## config.mk

```make
export PLATFORM = sky130hd
export DESIGN_NAME = tk_unroll_32b
export DESIGN_NICKNAME = d
export VERILOG_FILES = /design/src/rtl/tk_pkg.sv /design/src/rtl/tk_inv_round.sv /design/src/rtl/tk_unroll_32b.sv
export SDC_FILE = /design/constraint.sdc
export NUM_CORES = 1
export LEC_CHECK = 0
export BUFFER_PORTS_ARGS = -buffer_cell sky130_fd_sc_hd__buf_2
export CAP_MARGIN = 20
export CORE_ASPECT_RATIO = 1.75
export CORE_MARGIN = 5
export CORE_UTILIZATION = 56
export CTS_BUF_LIST = sky130_fd_sc_hd__clkbuf_8
export CTS_CLUSTER_SIZE = 28
export DETAILED_ROUTE_END_ITERATION = 10
export PLACE_DENSITY = 0.76
export SYNTH_ARGS = -nofsm -noshare
export SYNTH_HDL_FRONTEND = slang
export SYNTH_SLANG_ARGS = --single-unit
```

## constraint.sdc

```tcl
create_clock -name clk -period 1.74 [get_ports clk]
set_clock_uncertainty 0.2 [all_clocks]
set_input_delay 0.174 -clock clk [delete_from_list [all_inputs] [get_ports clk]]
set_output_delay 0.174 -clock clk [all_outputs]
set_load 0.02 [all_outputs]
```

## src/rtl/tk_pkg.sv

```systemverilog
// Shared definitions for the inverse tweakey schedule: permutation table,
// inverse lane LFSRs, FSM state type and a word-select helper.
package tk_pkg;

  typedef enum logic [1:0] {
    ST_LOAD,
    ST_UNROLL,
    ST_DRAIN
  } tk_state_t;

  // Forward tweakey permutation P; the inverse round writes old[P[i]] = new[i]
  localparam int unsigned PT_INV [16] = '{9, 15, 8, 13, 10, 14, 12, 11,
                                          0, 1, 2, 3, 4, 5, 6, 7};

  function automatic logic [7:0] lfsr2_inv(input logic [7:0] x);
    return {x[0] ^ x[6], x[7:1]};
  endfunction

  function automatic logic [7:0] lfsr3_inv(input logic [7:0] x);
    return {x[6:0], x[7] ^ x[5]};
  endfunction

  // Word k carries bytes 4k..4k+3, byte 0 in the top bits of the lane
  function automatic logic [31:0] tk_word(input logic [127:0] t, input logic [1:0] k);
    case (k)
      2'd0:    return t[127:96];
      2'd1:    return t[95:64];
      2'd2:    return t[63:32];
      default: return t[31:0];
    endcase
  endfunction

endpackage

```

## src/rtl/tk_inv_round.sv

```systemverilog
// One inverse tweakey round: undo the lane LFSR on bytes 0..7, then undo
// the byte permutation. Purely combinational.
module tk_inv_round
  import tk_pkg::*;
#(
  parameter int unsigned LANE = 2
) (
  input  logic [127:0] tk_in,
  output logic [127:0] tk_out
);

  logic [7:0] b_in [16];
  logic [7:0] b_lf [16];

  for (genvar i = 0; i < 16; i++) begin : g_byte
    assign b_in[i] = tk_in[127-8*i -: 8];
    if (i < 8) begin : g_lfsr
      assign b_lf[i] = (LANE == 2) ? lfsr2_inv(b_in[i]) :
                       (LANE == 3) ? lfsr3_inv(b_in[i]) : b_in[i];
    end else begin : g_pass
      assign b_lf[i] = b_in[i];
    end
    assign tk_out[127-8*PT_INV[i] -: 8] = b_lf[i];
  end

endmodule

```

## src/rtl/tk_unroll_32b.sv

```systemverilog
// Rewinds one tweakey lane by ROUNDS rounds: loads 4 words, applies UNROLL
// inverse rounds per clock, then streams the restored lane back out.
module tk_unroll_32b
  import tk_pkg::*;
#(
  parameter int unsigned ROUNDS = 56,
  parameter int unsigned LANE   = 2,
  parameter int unsigned UNROLL = 1
) (
  input  logic        clk,
  input  logic        rst,
  input  logic        in_valid,
  output logic        in_ready,
  input  logic [31:0] in_data,
  output logic        out_valid,
  input  logic        out_ready,
  output logic [31:0] out_data,
  output logic        busy
);

  localparam logic [5:0] R_STEP = 6'(UNROLL);
  localparam logic [5:0] R_LAST = 6'(ROUNDS - UNROLL);

  tk_state_t    state;
  logic [1:0]   wcnt;
  logic [5:0]   rcnt;
  logic [127:0] tk;
  logic [127:0] chain [UNROLL+1];

  assign chain[0] = tk;

  for (genvar g = 0; g < UNROLL; g++) begin : g_round
    tk_inv_round #(.LANE(LANE)) u_round (
      .tk_in  (chain[g]),
      .tk_out (chain[g+1])
    );
  end

  always_ff @(posedge clk) begin
    if (rst) begin
      state     <= ST_LOAD;
      wcnt      <= '0;
      rcnt      <= '0;
      tk        <= '0;
      in_ready  <= 1'b1;
      out_valid <= 1'b0;
      out_data  <= '0;
      busy      <= 1'b0;
    end else begin
      case (state)
        ST_LOAD: begin
          if (in_valid) begin
            case (wcnt)
              2'd0:    tk[127:96] <= in_data;
              2'd1:    tk[95:64]  <= in_data;
              2'd2:    tk[63:32]  <= in_data;
              default: tk[31:0]   <= in_data;
            endcase
            wcnt <= wcnt + 2'd1;
            if (wcnt == 2'd3) begin
              state    <= ST_UNROLL;
              rcnt     <= '0;
              in_ready <= 1'b0;
              busy     <= 1'b1;
            end
          end
        end
        ST_UNROLL: begin
          tk   <= chain[UNROLL];
          rcnt <= rcnt + R_STEP;
          // out_data is registered, so word 0 is taken straight from the chain
          if (rcnt == R_LAST) begin
            state     <= ST_DRAIN;
            wcnt      <= '0;
            out_valid <= 1'b1;
            out_data  <= chain[UNROLL][127:96];
          end
        end
        ST_DRAIN: begin
          if (out_ready) begin
            wcnt     <= wcnt + 2'd1;
            out_data <= tk_word(tk, 2'(wcnt + 2'd1));
            if (wcnt == 2'd3) begin
              state     <= ST_LOAD;
              out_valid <= 1'b0;
              in_ready  <= 1'b1;
              busy      <= 1'b0;
            end
          end
        end
        default: state <= ST_LOAD;
      endcase
    end
  end

endmodule

```

==> results.py <==
metrics = {
    "place": {
        "dpl-instance-area_um2": 8970,
        "place_hpwl_um": 17700,
        "portBuffers": 70,
        "place_congestion": 0.901,
    },
    "run_status": {
        "status": "finished, violations left",
        "violations": "setup timing",
    },
    "critical_path": {
        "rrSetupSlack_ps": -850,
        "max_stage_delay_ps": 840,
        "r2r-end": "tk[70]",
        "crit_arrival_ps": 2690,
        "rr_startpoint": "wcnt[0]",
        "crit_type": "reg -> reg",
        "r2r_cells": 7,
        "start_kind": "flop",
        "crit_slowest_cell": "a311oi_1",
        "cp-endpoint": "tk[70]",
        "path_buf_inv": 2,
        "endpoint_kind": "flop",
        "worst-path-max-fanout": 27,
        "crit_family": "compound AO/OA/AOI/OAI gates",
        "cp-startpoint": "wcnt[0]",
        "path_cells": "buf_6 -> ha_4 -> a21oi_1 -> nor2_4 -> buf_12 -> nor2_1 -> a311oi_1",
        "required_ps": 1840,
        "worstSetupPathDepth": 7,
    },
    "sta": {
        "fmaxAchievable_mhz": 385,
        "hold_viol_final": 0,
        "period_minus_slack_ps": 2590,
        "setup_tns_ps": -15520,
        "slew_violations": 0,
        "slew_headroom": 0.319,
        "fin_ws_ps": -855,
        "tightest_slew_ps": 1020,
        "period_share": 1.49,
        "setup_violations": 140,
        "rsz0062_at_grt": "yes",
    },
    "drt": {
        "wl_met2_um": 15900,
        "top_layer_used": "met4",
        "routedWlPerCell_um": 27.0,
        "drtAntennaViolNets": 0,
        "drt-initial-drc-count": 1734,
        "num_vias": 9544,
        "via_per_inst": 7.15,
        "wl_met1_um": 11000,
        "dr.pass1.iters": 9,
        "drc_errors": 0,
        "dr_wl_met3_um": 5170,
        "routed_wl_um": 36000,
    },
    "floorplanning": {
        "io_pins": 71,
        "rows": 57,
        "design.core.area_um2": 13900,
        "dieArea_um2": 16800,
        "die_h_um": 168,
        "die_w_um": 100,
        "start_util": 0.572,
    },
    "synth": {
        "synth_cells": 974,
        "synth_seq_area_share": 0.436,
        "netlist_area_um2": 7950,
        "syn-num-nets": 1018,
        "async_flop_share": 0,
        "avgSynthCellArea_um2": 8.16,
        "ys_types": 44,
        "ys_warn_count": 0,
        "ys_seq_elements": 173,
        "synth_edf_count": 0,
        "synth_ff_type": "dfxtp_1",
    },
    "clocking": {
        "htreeDepth": 4,
        "clock-sinks": 173,
        "clk_latency_ps": 500,
        "clkTransAtPathRegs_ps": 100,
        "tritoncts": "yes",
        "ctsLongestPathBuffers": 2,
        "cts-buffers-inserted": 17,
        "root_buffer": "clkbuf_8",
    },
    "final_layout": {
        "fillers": 786,
        "syn2layout_area_growth_pct": 41.6,
        "stdcell_area_um2": 11300,
        "finalNetCount": 1190,
        "mostFrequentLayoutCells": "209 x nand2_1, 168 x dfxtp_1, 121 x nor2_1, 87 x a311oi_1, 75 x buf_4",
        "final_common_cell": "nand2_1",
        "regArea_um2": 3480,
        "drive_gt1_frac": 0.323,
        "insertedDiodeCount": 0,
        "multiInputGateArea_um2": 4560,
    },
    "pwr": {
        "power_density_nw_per_um2": 836,
        "p_leak_nw": 4.15,
        "ir_drop_mv": 0.708,
    },
    "global_route": {
        "antenna_found_initial": 0,
        "grt_overflow_total": 0,
        "grt_max_degree": 62,
        "grt_pass1_wl_um": 41200,
        "grt_pass1_vias": 7819,
        "grt_usage": 0.311,
    },
    "run": {
        "maxCapViolations": 0,
    },
    "min_path": {
        "hp-class": "in -> reg",
    },
}
-- worst min path at each step --
stage	slack (ps)	end	cells after the start	startpoint
final	40	in_ready	4	in_valid
after detailed placement	260	busy	1	busy
after floorplan	130	tk[15]	2	in_data[15]
after global routing	120	in_ready	4	in_valid
after global placement	250	busy	1	busy
after CTS	40	state[0]	5	in_valid
-- repair_timing --
action,in CTS,in global routing
buffers inserted,0,31
resized for setup,12,187
pin swaps,2,76
endpoints found under the setup margin,126,166
hold buffers,34,0
hold endpoints to repair,139,0
cloned,1,23
-- cell usage after synthesis, types with 2 or more instances --
| master | n | area share |
|---|---|---|
| nor2_1 | 136 | 0.064 |
| a32o_1 | 2 | 0.0025 |
| xor2_1 | 10 | 0.011 |
| a21o_1 | 4 | 0.0038 |
| a21oi_1 | 43 | 0.027 |
| nor2_4 | 2 | 0.0028 |
| nor2b_1 | 2 | 0.0016 |
| xnor2_1 | 2 | 0.0022 |
| buf_4 | 18 | 0.017 |
| o21ai_0 | 38 | 0.024 |
| inv_1 | 6 | 0.0028 |
| a311oi_1 | 113 | 0.12 |
| nor3_1 | 2 | 0.0013 |
| clkbuf_1 | 36 | 0.017 |
| buf_2 | 30 | 0.019 |
| nand3_1 | 2 | 0.0013 |
| a222oi_1 | 11 | 0.014 |
| o21ai_1 | 28 | 0.018 |
| nand2_1 | 211 | 0.10 |
| dfxtp_1 | 173 | 0.44 |
| ha_1 | 8 | 0.013 |
| a22oi_1 | 65 | 0.061 |
| buf_6 | 11 | 0.016 |
-- registers in the layout, indices dropped and copies added, names as in the netlist --
name	count
rcnt	6
busy	1
out_valid	1
in_ready	1
out_data	32
tk	128
wcnt	2
state	2
-- area by class of cell --
cell class	count	area share
multi-input cells	699	0.405
flip-flops and latches	173	0.309
repair buffers	249	0.224
clock buffers	17	0.0208
well taps	177	0.0197
clock inverters	14	0.0186
inverters	6	0.00267
-- kinds of logic (layout without fill, tap and decap cells) --
group	after synthesis	after routing	synth area share
buffers and inverters	102	286	0.0718
muxes	1	1	0.00126
adders and majority gates	8	8	0.0126
DFF	173	173	0.436
xor gates and xnor gates	12	12	0.0132
AOI/OAI and AO/OA	314	314	0.286
and+or+nand+nor	364	364	0.180
-- per-layer routing --
metal,GRT usage,up-vias
li1,-,3886
met2,0.511,937
met1,0.370,4352
met3,0.0562,369
met5,0,-
met4,0.192,0
-- worst register-to-register path: stages (launching register included) --
cell and delay (ps):
dfxtp_4 400, buf_6 130, ha_4 130, a21oi_1 90, nor2_4 260, buf_12 230, nor2_1 130, a311oi_1 840
-- through the flow --
stage | utilization | total power [mW] | cells | worst slack [ps] | hold slack [ps]
after detailed placement | 0.645 | 5.62 | 1219 | -258 | 259
after floorplan | - | 5.11 | 974 | 20.5 | 133
after global routing | 0.809 | 9.62 | 1335 | -778 | 122
after CTS | 0.706 | 8.84 | 1285 | -143 | 37.7
final | 0.809 | 9.42 | 1335 | -855 | 42.3
after global placement | 0.645 | 5.59 | 1219 | -228 | 251
-- where the power goes --
| part | total, mW | switching [mW] | internal, mW |
|---|---|---|---|
| clock network | 3.28 | 1.68 | 1.59 |
| logic | 1.68 | 0.947 | 0.736 |
| registers | 4.46 | 0.281 | 4.17 |
(Power assumes the default switching activity.)
